### src/rtl/elevator_pkg.sv
// rtl/elevator_pkg.sv - shared types and default constants for the elevator call dispatcher
package elevator_pkg;

    localparam int DEF_NUM_FLOORS  = 16;
    localparam int DEF_FLOOR_W     = 4;
    localparam int DEF_DOOR_CYCLES = 8;

    typedef logic [DEF_FLOOR_W-1:0] floor_t;

    typedef enum logic [2:0] {
        IDLE     = 3'd0,
        SELECT   = 3'd1,
        DISPATCH = 3'd2,
        ARRIVE   = 3'd3,
        DOOR     = 3'd4
    } state_t;

endpackage

### src/rtl/elevator_scan_picker.sv
// rtl/elevator_scan_picker.sv - combinational SCAN pick of the next floor to serve
module elevator_scan_picker
    import elevator_pkg::*;
#(
    parameter int NUM_FLOORS = DEF_NUM_FLOORS,
    parameter int FLOOR_W    = DEF_FLOOR_W
) (
    input  logic [NUM_FLOORS-1:0] i_pending,
    input  logic [FLOOR_W-1:0]    i_cur_floor,
    input  logic                  i_dir_up,
    output logic                  o_found,
    output logic [FLOOR_W-1:0]    o_next_floor,
    output logic                  o_next_dir
);

    logic               w_above_found;
    logic               w_below_found;
    logic [FLOOR_W-1:0] w_above;
    logic [FLOOR_W-1:0] w_below;

    // Nearest call above is the lowest set bit above; nearest below is the highest set bit below.
    always_comb begin
        w_above_found = 1'b0;
        w_above       = '0;
        w_below_found = 1'b0;
        w_below       = '0;
        for (int i = NUM_FLOORS - 1; i >= 0; i--) begin
            if (i_pending[i] && (i > int'(i_cur_floor))) begin
                w_above_found = 1'b1;
                w_above       = FLOOR_W'(i);
            end
        end
        for (int i = 0; i < NUM_FLOORS; i++) begin
            if (i_pending[i] && (i < int'(i_cur_floor))) begin
                w_below_found = 1'b1;
                w_below       = FLOOR_W'(i);
            end
        end
    end

    always_comb begin
        o_found      = 1'b0;
        o_next_floor = '0;
        o_next_dir   = i_dir_up;
        if (i_dir_up) begin
            if (w_above_found) begin
                o_found      = 1'b1;
                o_next_floor = w_above;
                o_next_dir   = 1'b1;
            end else if (w_below_found) begin
                o_found      = 1'b1;
                o_next_floor = w_below;
                o_next_dir   = 1'b0;
            end
        end else begin
            if (w_below_found) begin
                o_found      = 1'b1;
                o_next_floor = w_below;
                o_next_dir   = 1'b0;
            end else if (w_above_found) begin
                o_found      = 1'b1;
                o_next_floor = w_above;
                o_next_dir   = 1'b1;
            end
        end
    end

endmodule

### src/rtl/elevator_call_dispatcher.sv
// rtl/elevator_call_dispatcher.sv - SCAN call dispatcher with call lamps and door dwell timer
// Optional fire recall to floor 0 enabled by defining FIRE_RECALL_EN.
module elevator_call_dispatcher
    import elevator_pkg::*;
#(
    parameter int NUM_FLOORS  = DEF_NUM_FLOORS,
    parameter int FLOOR_W     = DEF_FLOOR_W,
    parameter int DOOR_CYCLES = DEF_DOOR_CYCLES
) (
    input  logic                  clk,
    input  logic                  reset,
    input  logic [NUM_FLOORS-1:0] i_call_req,
    input  logic [FLOOR_W-1:0]    i_cur_floor,
    input  logic                  i_arrived,
    input  logic                  i_hold,
`ifdef FIRE_RECALL_EN
    input  logic                  i_fire_recall,
`endif
    output logic [FLOOR_W-1:0]    o_target_floor,
    output logic                  o_target_valid,
    output logic                  o_dir_up,
    output logic [NUM_FLOORS-1:0] o_pending,
    output logic                  o_door_open,
    output logic                  o_idle
);

    localparam int CNT_W = (DOOR_CYCLES > 1) ? $clog2(DOOR_CYCLES) : 1;
    localparam logic [CNT_W-1:0] DOOR_LOAD = CNT_W'(DOOR_CYCLES - 1);

    state_t                  r_state;
    logic [NUM_FLOORS-1:0]   r_pending;
    logic [FLOOR_W-1:0]      r_target_floor;
    logic [FLOOR_W-1:0]      r_serve_floor;
    logic                    r_target_valid;
    logic                    r_dir_up;
    logic                    r_door_open;
    logic [CNT_W-1:0]        r_door_cnt;
`ifdef FIRE_RECALL_EN
    logic                    r_recall;
`endif

    logic                    w_fire;
    logic                    w_cur_valid;
    logic [NUM_FLOORS-1:0]   w_cur_onehot;
    logic [NUM_FLOORS-1:0]   w_clear_mask;
    logic [NUM_FLOORS-1:0]   w_absorb_mask;
    logic [NUM_FLOORS-1:0]   w_pending_nxt;
    logic                    w_here_pending;
    logic                    w_door_call;
    logic                    w_found;
    logic [FLOOR_W-1:0]      w_next_floor;
    logic                    w_next_dir;

`ifdef FIRE_RECALL_EN
    assign w_fire = i_fire_recall;
`else
    assign w_fire = 1'b0;
`endif

    assign w_cur_valid    = int'(i_cur_floor) < NUM_FLOORS;
    assign w_cur_onehot   = w_cur_valid ? (NUM_FLOORS'(1) << i_cur_floor) : '0;
    assign w_here_pending = |(r_pending & w_cur_onehot);
    assign w_door_call    = |(i_call_req & w_cur_onehot);

    // Clearing the served floor outranks a same-cycle call to it; calls at an open door are absorbed.
    assign w_clear_mask  = (r_state == ARRIVE) ? (NUM_FLOORS'(1) << r_serve_floor) : '0;
    assign w_absorb_mask = (r_state == DOOR) ? w_cur_onehot : '0;
    assign w_pending_nxt = w_fire ? '0
                                  : ((r_pending | (i_call_req & ~w_absorb_mask)) & ~w_clear_mask);

    elevator_scan_picker #(
        .NUM_FLOORS (NUM_FLOORS),
        .FLOOR_W    (FLOOR_W)
    ) u_picker (
        .i_pending    (r_pending),
        .i_cur_floor  (i_cur_floor),
        .i_dir_up     (r_dir_up),
        .o_found      (w_found),
        .o_next_floor (w_next_floor),
        .o_next_dir   (w_next_dir)
    );

    always_ff @(posedge clk or negedge reset) begin
        if (!reset) begin
            r_state        <= IDLE;
            r_pending      <= '0;
            r_target_floor <= '0;
            r_serve_floor  <= '0;
            r_target_valid <= 1'b0;
            r_dir_up       <= 1'b1;
            r_door_open    <= 1'b0;
            r_door_cnt     <= '0;
`ifdef FIRE_RECALL_EN
            r_recall       <= 1'b0;
`endif
        end else begin
            r_pending <= w_pending_nxt;
`ifdef FIRE_RECALL_EN
            if (i_fire_recall) begin
                r_recall       <= 1'b1;
                r_target_floor <= '0;
                r_serve_floor  <= '0;
                r_dir_up       <= 1'b0;
                if (r_recall && (r_state == DOOR)) begin
                    r_door_open    <= 1'b1;
                    r_target_valid <= 1'b0;
                end else if (r_recall && (r_state == DISPATCH) && i_arrived && (i_cur_floor == '0)) begin
                    r_state        <= DOOR;
                    r_door_open    <= 1'b1;
                    r_target_valid <= 1'b0;
                end else begin
                    r_state        <= DISPATCH;
                    r_target_valid <= 1'b1;
                    r_door_open    <= 1'b0;
                end
            end else if (r_recall) begin
                r_recall       <= 1'b0;
                r_state        <= IDLE;
                r_target_valid <= 1'b0;
                r_door_open    <= 1'b0;
            end else
`endif
            if (!w_cur_valid) begin
                r_state        <= IDLE;
                r_target_valid <= 1'b0;
                r_door_open    <= 1'b0;
            end else begin
                case (r_state)
                    IDLE: begin
                        r_target_valid <= 1'b0;
                        if (w_here_pending) begin
                            r_serve_floor <= i_cur_floor;
                            r_state       <= ARRIVE;
                        end else if (|r_pending) begin
                            r_state <= SELECT;
                        end
                    end
                    SELECT: begin
                        if (w_found) begin
                            r_target_floor <= w_next_floor;
                            r_serve_floor  <= w_next_floor;
                            r_dir_up       <= w_next_dir;
                            r_target_valid <= 1'b1;
                            r_state        <= DISPATCH;
                        end else begin
                            r_state <= IDLE;
                        end
                    end
                    DISPATCH: begin
                        if (i_arrived && (i_cur_floor == r_target_floor)) begin
                            r_state <= ARRIVE;
                        end
                    end
                    ARRIVE: begin
                        r_target_valid <= 1'b0;
                        r_door_cnt     <= DOOR_LOAD;
                        r_door_open    <= 1'b1;
                        r_state        <= DOOR;
                    end
                    DOOR: begin
                        if (w_door_call) begin
                            r_door_cnt <= DOOR_LOAD;
                        end else if (!i_hold) begin
                            if (r_door_cnt == '0) begin
                                r_door_open <= 1'b0;
                                r_state     <= IDLE;
                            end else begin
                                r_door_cnt <= r_door_cnt - 1'b1;
                            end
                        end
                    end
                    default: begin
                        r_state        <= IDLE;
                        r_target_valid <= 1'b0;
                        r_door_open    <= 1'b0;
                    end
                endcase
            end
        end
    end

    assign o_target_floor = r_target_floor;
    assign o_target_valid = r_target_valid;
    assign o_dir_up       = r_dir_up;
    assign o_pending      = r_pending;
    assign o_door_open    = r_door_open;
    assign o_idle         = (r_state == IDLE) && (r_pending == '0);

endmodule

### config.mk
export PLATFORM = sky130hd
export DESIGN_NAME = elevator_call_dispatcher
export DESIGN_NICKNAME = d
export VERILOG_FILES = /design/src/rtl/elevator_pkg.sv /design/src/rtl/elevator_scan_picker.sv /design/src/rtl/elevator_call_dispatcher.sv
export SDC_FILE = /design/constraint.sdc
export NUM_CORES = 1
export LEC_CHECK = 0
export CAP_MARGIN = 20
export CORE_ASPECT_RATIO = 1.5
export CORE_MARGIN = 2
export CORE_UTILIZATION = 35
export DETAILED_ROUTE_END_ITERATION = 7
export GPL_TIMING_DRIVEN = 0
export PLACE_DENSITY = 0.58
export REMOVE_ABC_BUFFERS = 1
export SETUP_SLACK_MARGIN = 0.15
export SYNTH_ARGS = -nofsm -noshare
export SYNTH_HDL_FRONTEND = slang
export SYNTH_SLANG_ARGS = --single-unit
### constraint.sdc
create_clock -name clk -period 2.5 [get_ports clk]
set_clock_uncertainty 0.05 [all_clocks]
set_input_delay 0.375 -clock clk [delete_from_list [all_inputs] [get_ports clk]]
set_output_delay 0.375 -clock clk [all_outputs]
set_load 0.1 [all_outputs]
======== Word-level counts from Yosys, hierarchy flattened ========
Cells that the tools add are included.
Widths: inputs -> output; s select.
storage, ports and cells
  bits in registers ....................... 33
  bits of input ports ..................... 24
  output and inout bits ................... 24
cells by class
  $add $sub $neg .......................... 1
  $lt $le $gt $ge ......................... 30
  eq/ne operators ......................... 14
  shift-type cells ........................ 2
  muxes and demuxes ....................... 96
  bitwise gates (word level) .............. 9
  reductions and logical operators ........ 48
operators with widths
  operator              number
  $mux 4                29
  $and 16x16->16        4
  $reduce_or 16->1      3
  $mux 1                44
  $mux 3                13
  $gt 4x4->1 const A    8
  $logic_and 1x1->1     32
  $mux 16               2
  $not 16->16           2
  $shl 1x4->16 const A  2
  $lt 4x4->1 const A    7
  $gt 3x4->1 const A    4
  $logic_not 16->1      1
  $lt 3x4->1 const A    4
  $or 16x16->16         1
  $pmux 3 s5            1
  $ne 3x3->1 const B    3
  $gt 2x4->1 const A    2
  $lt 1x4->1 const A    2
  $lt 2x4->1 const A    2
  $ne 2x2->1 const B    4
  $pmux 4 s2            1
  $eq 3x2->1 const B    2
  $logic_not 3->1       2
  other kinds (18)      25

======== Logic depth before layout (Yosys ltp) ========
Gate-level depths: netlist of the first run.
  depth in word-level cells ............... 22
  gate-level depth with buffers ........... 11
  mapped depth without buffers ............ 7

======== Cells and area by module ========
Synthesis of the first run repeated with hierarchy kept, for this count alone.
second synthesis, totals
  cells, all modules ...................... 385
  area total of the unflattened synthesis .. 3,143.0 sq um
by module, submodules not included
  module                    instances  cells each  area an instance (sq um)
  elevator_call_dispatcher  1          238         2,122.0
  elevator_scan_picker      1          147         1,021.0

======== Worst setup path after synthesis of the first run ========
OpenSTA, ideal clock, no wires.
  path kind ............................... flip-flop to output port
  start ................................... reg r_pending[5], in the netlist o_pending[5]
  end ..................................... out o_idle
  arrival time ............................ 2,712 ps
  data required time ...................... 2,075 ps
  slack ................................... -637 ps
  cell stages (with the launch flop) ...... 5
  cells stage by stage .................... dfrtp_1 buf_2 nor4_1 nand4_1 nor2_1
between the ends
  word-level cells in the longest chain between the ends .. 2
RTL lines
  element                 RTL line                         RTL
  from (decl)             elevator_call_dispatcher.sv:31   logic [NUM_FLOORS-1:0] r_pending;
  from (signal assigned)  elevator_call_dispatcher.sv:97   r_pending <= w_pending_nxt;
  $logic_not 16->1        elevator_call_dispatcher.sv:187  assign o_idle = (r_state == IDLE) && (r_pending == '0);
  $logic_and 1x1->1       elevator_call_dispatcher.sv:187
  to (decl)               elevator_call_dispatcher.sv:24   output logic o_idle
No other way between the ends.

======== Worst setup path after layout of the first run ========
Same ends and word-level chain as after synthesis.

==> metrics.txt, run 1 <==
first-pass GRT wire length 16.3 mm; final worst slack 0.205 ns; Placement Cell Area 0.00339 mm2; Tmin final 2.29 ns; area of the multi-input gates 0.00194 mm2; post-layout util 0.428; Ports 48; Post-Layout Cell Count 510; vias in the first global route 3077; Die H 117 um; clock share of power 0.203; register area 836 um2; Vias 3186; max cap viols 0; #FFs+latches synth 33; Skew-Pair Late Insertion Delay 0.28 ns; RSZ-0062 raised after global routing true; post-synthesis sequential area ratio 0.276; switching part of the total 0.496; Hold Fails Final Rpt 0; status complete, no violations; ordered cell list for the critical path nor4_1 > nand4_1 > nor2_1 > buf_4; Critical Path Start Type flop; clock transition at the registers of the reported paths 0.05 ns; vias per cell 6.25; Post-synth EDFFs 0; Fin Setup TNS 0 ns; wire per inst 19.9 um; Arr. time, crit path 1.87 ns; power per cell area 808 mW/mm2; dpl hpwl 7.12 mm; Int Power 1.46 mW; antenna violations before repair 0; Synth Warn # 0; number of buffers created by CTS 5; setup violators final 0; LEAKAGE 1.33 nW; Worst VDD drop 0.534 mV; # clock sinks 33; GRT Util Overall 0.225; crit path capture o_idle; Max FO, Critical Path 12; R2R depth 7; layout cell share with drive strength beyond 1 0.129; DR iter-0 viols 415; Post-Synthesis Cells 375; Fmax achieved 0.436 GHz; Crit. path cell count 4; DRC 0; Die W 79.5 um; core area 0.00836 mm2; # fillers 840; hold crit path type in2async; CP Buf/Inv Count 1; post-route antenna net violation count 0; first-pass iteration count of the detailed router 5; Pwr Total 2.89 mW; TritonCTS clock tree built; Max Slew Vio Count 0; post-route cell area 0.00358 mm2; Setup Slack @ Placement -1.09 ns; R2R Path End r_serve_floor[1]; Worst-Margin Slew 0.973 ns; Port Buffer Count 47; die area 0.00933 mm2; global placement routability congestion 0.926; Syn Area/Cell 7.98 um2; post-synthesis cell type count 77; Syn Std Cell Area 0.00299 mm2; R2R Setup Slk 0.24 ns; clk buf depth 2; share of synthesized flip-flops with an asynchronous set or reset 1.00; clock root buffer master clkbuf_16; max_slew headroom 0.349; grt ovf 0; Combinational Power Share 0.487; fin crit share 0.918; area delta synth->final 19.6%; fin nets 428; Antenna diodes 0; crit path from o_pending[5]; slowest stage cell on the critical path dfrtp_1; RR Startpoint o_pending[11]; Post-CTS Hold Buffers 0; Max H-tree Level 2; cell family with most CP delay simple AND/OR/NAND/NOR gates; largest net degree at the start of global routing 48; Switch Pwr 1.44 mW; Seq pwr share 0.310; dpl cells 500; CP endpoint kind primary output; Top FF cell, synth dfrtp_1; delay of the slowest critical-path stage 0.53 ns; kind of critical path reg2out; Initial Util 0.358; Hold Worst Slack 0.118 ns; row count 41; WL final 10.2 mm; critical path required time 2.08 ns
==> final cells by class <==
| class | instances | share of cell area |
|---|---|---|
| clock buffers | 8 | 0.0381 |
| inverters | 14 | 0.0147 |
| multi-input cells | 298 | 0.541 |
| flip-flops and latches | 33 | 0.233 |
| well taps | 107 | 0.0374 |
| repair buffers | 50 | 0.136 |
==> metal layers <==
metal / vias up / track usage / share of wire
met2: 155 / 0.372 / 0.49
met5: - / 0 / 0
met4: 0 / 0.105 / 0.033
met3: 36 / 0.0268 / 0.062
li1: 1466 / - / -
met1: 1529 / 0.293 / 0.41
==> placed cells by master, fill, tap and decap left out, types with 5 or more instances in the layout <==
cell type        instances
clkbuf_16                5
nand2b_1                10
o21ai_0                 19
mux2i_1                  6
nand2_1                 31
o21ai_1                  6
nand3_1                 12
nor2b_1                  7
nor4_1                   5
dfrtp_1                 25
nor3_1                   5
nand3b_1                 6
dlygate4sd2_1           17
clkdlybuf4s50_1         24
inv_1                   13
a22oi_1                  5
a21oi_1                 51
dfrtp_2                  7
nor2_1                  19
nor3_2                   5
a31oi_1                  8
==> cells by family (layout without fill, tap and decap cells) <==
family | after synthesis | after routing | synth area share
adder cells (fa/ha/maj) | 2 | 2 | 0.00836
AO/OA/AOI/OAI | 147 | 147 | 0.321
AND/OR/NAND/NOR | 137 | 137 | 0.264
buffers and inverters | 44 | 72 | 0.0898
multiplexers | 8 | 8 | 0.0288
flip-flops | 33 | 33 | 0.276
XOR/XNOR | 4 | 4 | 0.0117
==> flip-flops by register name (all words and copies together) (netlist names) <==
| name | count |
|---|---|
| o_door_open | 1 |
| r_state | 3 |
| r_door_cnt | 3 |
| o_target_valid | 1 |
| r_serve_floor | 4 |
| o_dir_up | 1 |
| o_target_floor | 4 |
| o_pending | 16 |
==> synth_stat cells, types with 7 or more instances <==
cell type,number,area share
a21oi_1,52,0.087
a31oi_1,8,0.017
buf_2,11,0.018
buf_6,9,0.034
dfrtp_1,32,0.27
inv_1,13,0.016
nand2_1,32,0.040
nand2b_1,10,0.021
nand3_1,12,0.020
nor2_1,21,0.026
nor2b_1,7,0.015
nor3_1,7,0.012
o21ai_0,20,0.033
==> worst min-delay path by stage <==
stage                      startpoint                end  slack [ns]  depth (start not counted)
final                           reset  o_target_floor[0]        0.12                          1
after global routing            reset  o_target_floor[2]        0.18                          1
after CTS                       reset  o_target_floor[2]        0.15                          1
after detailed placement  o_door_open        o_door_open        0.42                          1
after global placement    o_door_open        o_door_open        0.42                          1
after floorplan                 reset        o_door_open        0.03                          0
==> power groups by stage <==
stage	registers (mW)	logic, mW	clock network, mW
floorplan	1.33	0.520	0
global placement	0.891	1.39	0
detailed placement	0.894	1.40	0
CTS	0.887	1.40	0.594
global route	0.914	1.52	0.618
finish	0.897	1.41	0.586
==> what timing repair did <==
action | CTS | global route
setup endpoints to repair | 34 | 9
pin swaps | 2 | 1
resized for setup | 43 | 10
setup buffers | 2 | 0
Power figures use the tool's default switching activity.
==> inputs of run 2 (changes only) <==
==> constraint.sdc (replaced) <==
create_clock -name clk -period 2.51 [get_ports clk]
set_clock_uncertainty 0.05 [all_clocks]
set_input_delay 0.3765 -clock clk [delete_from_list [all_inputs] [get_ports clk]]
set_output_delay 0.3765 -clock clk [all_outputs]
set_load 0.1 [all_outputs]
==> run 2 against run 1 <==
Compared with the run above: core utilization unchanged; final area unchanged; register-to-register slack barely moved; power fell by 0.36%; die area unchanged; sequential power barely moved; critical path type unchanged; clock power barely moved; non-clock buffer count is the same; worst hold slack improved by 0.0017 ns; largest cell class unchanged; sequential cell count unchanged.
==> metrics.txt, run 2 (synthesized netlist as in run 1, its figures left out) <==
TritonCTS clock tree built; dpl hpwl 7.12 mm (unchanged); RSZ-0062 raised after global routing true; post-route cell area 0.00358 mm2 (unchanged); RR Startpoint o_pending[10]; Hold Fails Final Rpt 0 (unchanged); crit path capture o_idle; clock root buffer master clkbuf_16; # clock sinks 33 (unchanged); commonest cells after routing, fill and taps aside a21oi_1 (51), nand2_1 (31), dfrtp_1 (25), clkdlybuf4s50_1 (24); DR iter-0 viols 415 (unchanged); critical path required time 2.08 ns (about the same); clock transition at the registers of the reported paths 0.05 ns (about the same); post-layout util 0.428 (unchanged); hold crit path type in2async; Worst VDD drop 0.532 mV (-0.38%); Fmax achieved 0.439 GHz; core area 0.00836 mm2 (unchanged); delay of the slowest critical-path stage 0.53 ns (about the same); slowest stage cell on the critical path dfrtp_1; setup violators final 0 (unchanged); vias in the first global route 3077 (unchanged); clk buf depth 2 (unchanged); max cap viols 0 (unchanged); WL final 10.2 mm (+0.11%); first-pass GRT wire length 16.3 mm (unchanged); layout cell share with drive strength beyond 1 0.129 (unchanged); R2R Path End r_serve_floor[1]; largest net degree at the start of global routing 48 (unchanged); Critical Path Start Type flop; ordered cell list for the critical path nor4_1 > nand4_1 > nor2_1 > buf_4; die area 0.00933 mm2 (unchanged); Antenna diodes 0 (unchanged); post-route antenna net violation count 0 (unchanged); Worst-Margin Slew 0.973 ns (unchanged); Max Slew Vio Count 0 (unchanged); cell family with most CP delay simple AND/OR/NAND/NOR gates; Max H-tree Level 2 (unchanged); fin crit share 0.908; most common cell after layout, fill and taps aside a21oi_1; Skew-Pair Late Insertion Delay 0.28 ns (about the same); status complete, no violations; Crit. path cell count 4 (unchanged); Tmin final 2.28 ns; Max FO, Critical Path 12 (unchanged); GRT Util Overall 0.225 (unchanged); power per cell area 805 mW/mm2 (-0.36%); Fin Setup TNS 0 ns (unchanged); CP Buf/Inv Count 1 (unchanged); Arr. time, crit path 1.85 ns (-0.02 ns); global placement routability congestion 0.926 (unchanged); area delta synth->final 19.6% (unchanged); vias per cell 6.21 (-0.66%); Port Buffer Count 47 (unchanged); grt ovf 0 (unchanged); max_slew headroom 0.349 (unchanged); DRC 0 (unchanged); number of buffers created by CTS 5 (unchanged); antenna violations before repair 0 (unchanged); R2R depth 7 (unchanged); Vias 3165 (-0.66%); max reg flops 16 (unchanged); LEAKAGE 1.33 nW (about the same); Die H 117 um (unchanged); CP endpoint kind primary output; Ports 48 (unchanged); wire per inst 19.9 um (+0.11%); row count 41 (unchanged); first-pass iteration count of the detailed router 5 (unchanged); fin nets 428 (unchanged); R2R Setup Slk 0.25 ns (about the same); crit path from o_pending[5]; Initial Util 0.358 (unchanged); Post-CTS Hold Buffers 0 (unchanged); Die W 79.5 um (unchanged); kind of critical path reg2out; Placement Cell Area 0.00339 mm2 (unchanged)
-- run 2: changes by cell type in the layout (fill, tap and decap cells not counted) --
cell and change:
buf_4 -1, clkbuf_4 +1
-- run 2: through the flow --
step	instances	setup WS [ns]	power [mW]	hold WS [ns]
final	510	0.230	2.88	0.120
after floorplan	345	-0.522	1.84	0.0309
after global routing	510	0.137	3.04	0.178
after CTS	510	0.157	2.87	0.148
after detailed placement	500	-1.08	2.29	0.418
after global placement	499	-1.92	2.28	0.417
-- run 2: worst min-delay path by stage --
| stage | from | end | slack, ns |
|---|---|---|---|
| after floorplan | reset | o_door_open | 0.03 |
| after global placement | o_door_open | o_door_open | 0.42 |
| after detailed placement | o_door_open | o_door_open | 0.42 |
| after CTS | reset | o_target_floor[2] | 0.15 |
| after global routing | reset | o_target_floor[2] | 0.18 |
| final | reset | o_target_floor[0] | 0.12 |
-- run 2: cell type report --
type,instances,area [um2]
Fill cell,840,4780
Multi-Input combinational cell,298,1940
Sequential cell,33,836
Timing Repair Buffer,50,485
Clock buffer,8,136
Tap cell,107,134
Inverter,14,52.6
-- run 2: routing by layer --
metal,vias up,wire length (um),GRT usage
met5,-,0,0
met4,0,339,0.105
met3,36,647,0.0268
met2,151,4980,0.372
met1,1515,4200,0.293
li1,1463,-,-
-- run 2: report_power, final --
part | total [mW] | switching, mW | internal [mW] | leakage [nW]
Sequential | 0.894 | 0.229 | 0.666 | 0.331
Combinational | 1.40 | 0.987 | 0.416 | 0.931
Clock | 0.584 | 0.215 | 0.368 | 0.0652
Total | 2.88 | 1.43 | 1.45 | 1.33
-- run 2: repair_timing --
item	in CTS	in global routing
pin swaps	2	1
gates resized for setup	41	12
endpoints found under the setup margin	34	9
setup buffers	2	0
==> inputs of run 3 (changes only) <==
--- a/config.mk
+++ b/config.mk
@@ -8,10 +8,10 @@
 export CAP_MARGIN = 20
 export CORE_ASPECT_RATIO = 1.5
 export CORE_MARGIN = 2
-export CORE_UTILIZATION = 35
+export CORE_UTILIZATION = 29
 export DETAILED_ROUTE_END_ITERATION = 7
 export GPL_TIMING_DRIVEN = 0
-export PLACE_DENSITY = 0.58
+export PLACE_DENSITY = 0.5
 export REMOVE_ABC_BUFFERS = 1
 export SETUP_SLACK_MARGIN = 0.15
 export SYNTH_ARGS = -nofsm -noshare
==> run 3 against run 2 <==
Compared with the run above: sequential share of layout area down 0.33 points; register-to-register slack better by 0.02 ns; sequential power about the same; worst setup slack better by 0.028 ns; global-route usage down 3.1 points; clock power up 7.0%; maximum frequency up 1.2%; critical path type unchanged; largest power group unchanged.
==> metrics.txt, run 3 (synthesized netlist as in run 1, its figures left out) <==
commonest cells after routing, fill and taps aside a21oi_1 (52), nand2_1 (31), clkdlybuf4s50_1 (24), dfrtp_1 (22); Vias 3140 (-0.79%); Tmin final 2.25 ns (-0.0276 ns); # fillers 1065 (+27%); critical path required time 2.08 ns (about the same); first-pass GRT wire length 16.6 mm (+1.9%); GRT met2 Usage 0.321 (-0.0509); max cap viols 0 (unchanged); area delta synth->final 21.8%; Pwr Total 2.94 mW (+2.1%); vias per cell 5.97 (-3.8%); hold crit path type in2async; row count 45 (+9.8%); crit path from o_pending[1]; final worst slack 0.257 ns (+0.0276 ns); met3 track utilization from global routing 0.0244 (-0.00247); TritonCTS clock tree built; Skew-Pair Late Insertion Delay 0.29 ns (about the same); cell family with most CP delay simple AND/OR/NAND/NOR gates; Antenna diodes 0 (unchanged); power per cell area 806 mW/mm2 (+0.17%); status complete, no violations; max reg flops 16 (unchanged); Die W 87.0 um (+9.4%); Max Slew Vio Count 0 (unchanged); DR iter-0 viols 283 (-32%); antenna violations before repair 0 (unchanged); LEAKAGE 1.35 nW (+2.0%); Worst VDD drop 0.502 mV (-5.5%); Port Buffer Count 47 (unchanged); met1 usage 0.249 (-0.0442); slowest stage cell on the critical path dfrtp_1; gr busiest metal met2; Max FO, Critical Path 8 (-4); CP endpoint kind primary output; Critical Path Start Type flop; RR Startpoint o_pending[11]; max_slew headroom 0.354 (+0.00439); Post-CTS Hold Buffers 0 (unchanged); Worst-Margin Slew 0.967 ns (-0.00657 ns); layout cell share with drive strength beyond 1 0.152 (+0.0226); grt ovf 0 (unchanged); dpl hpwl 7.67 mm (+7.7%); Setup Slack @ Placement -0.921 ns (+0.161 ns); clk buf depth 2 (unchanged); post-route antenna net violation count 0 (unchanged); CP Buf/Inv Count 1 (unchanged); Arr. time, crit path 1.83 ns (-0.02 ns); fin nets 434 (+1.4%); kind of critical path reg2out; delay of the slowest critical-path stage 0.51 ns (-0.02 ns); clock transition at the registers of the reported paths 0.06 ns (about the same); Initial Util 0.297 (-0.0610); DRC 0 (unchanged); ordered cell list for the critical path nor4_1 > nand4_1 > nor2_1 > buf_4; GRT Util Overall 0.194 (-0.0308); fin crit share 0.897 (-0.0110); Ports 48 (unchanged); # clock sinks 33 (unchanged); Hold Fails Final Rpt 0 (unchanged); first-pass iteration count of the detailed router 7 (+2); most common cell after layout, fill and taps aside a21oi_1; vias in the first global route 3006 (-2.3%); RSZ-0062 raised after global routing false; largest net degree at the start of global routing 48 (unchanged); setup violators final 0 (unchanged); clock root buffer master clkbuf_16; die area 0.0112 mm2 (+20%); Max H-tree Level 2 (unchanged); WL final 10.8 mm (+6.0%); Fin Setup TNS 0 ns (unchanged); wire per inst 20.5 um (+2.8%); Die H 128 um (+9.5%); number of buffers created by CTS 5 (unchanged); global placement routability congestion 0.823 (-11%); core area 0.0101 mm2 (+21%); Fmax achieved 0.444 GHz (+1.2%)
run 3: cell count changes in the layout (fill, tap and decap cells not counted), sizes merged:
cell | before | now
buf | 8 | 15
clkbuf | 9 | 8
run 3: repair_timing:
item                                    in CTS  in global routing
endpoints found under the setup margin      34                 11
setup buffers                                1                  7
gates cloned                                 0                  0
gates resized for setup                     44                 12
pin swaps                                    2                  3
run 3: path summary, 6_finish.rpt:
| path | to | slack [ns] | cells past startpoint |
|---|---|---|---|
| setup / recovery | o_idle | 0.26 | 4 |
| hold reg to reg | o_door_open | 0.43 | 1 |
| min in group clk | o_door_open | 0.43 | 1 |
| max in group asynchronous | o_pending[2] | 1.75 | 1 |
| setup reg to reg | r_serve_floor[1] | 0.27 | 7 |
| hold / removal | o_target_floor[2] | 0.11 | 1 |
run 3: power breakdown:
group / switching, mW / leakage (nW) / internal [mW]
Sequential: 0.229 / 0.330 / 0.666
Combinational: 0.992 / 0.953 / 0.428
Clock: 0.229 / 0.0712 / 0.396
run 3: per-stage QoR:
stage | instance area, um2 | util | instances | hold slack [ns]
after floorplan | 2780 | - | 345 | 0.0309
after global placement | 3390 | 0.337 | 509 | 0.421
after detailed placement | 3400 | 0.338 | 510 | 0.415
after CTS | 3570 | 0.354 | 519 | 0.158
after global routing | 3650 | 0.362 | 526 | 0.182
final | 3650 | 0.362 | 526 | 0.106
run 3: routing by layer:
metal,share of wire,wire [um]
met1,0.42,4510
met2,0.50,5360
met3,0.049,533
met4,0.034,369
met5,0,0
run 3: layout make-up:
cell class,count,area [um2],area share
clock buffers,8,146,0.0401
inverters,14,52.6,0.0144
multi-input cells,298,1930,0.530
flip-flops and latches,33,840,0.230
well taps,117,146,0.0401
repair buffers,56,531,0.145
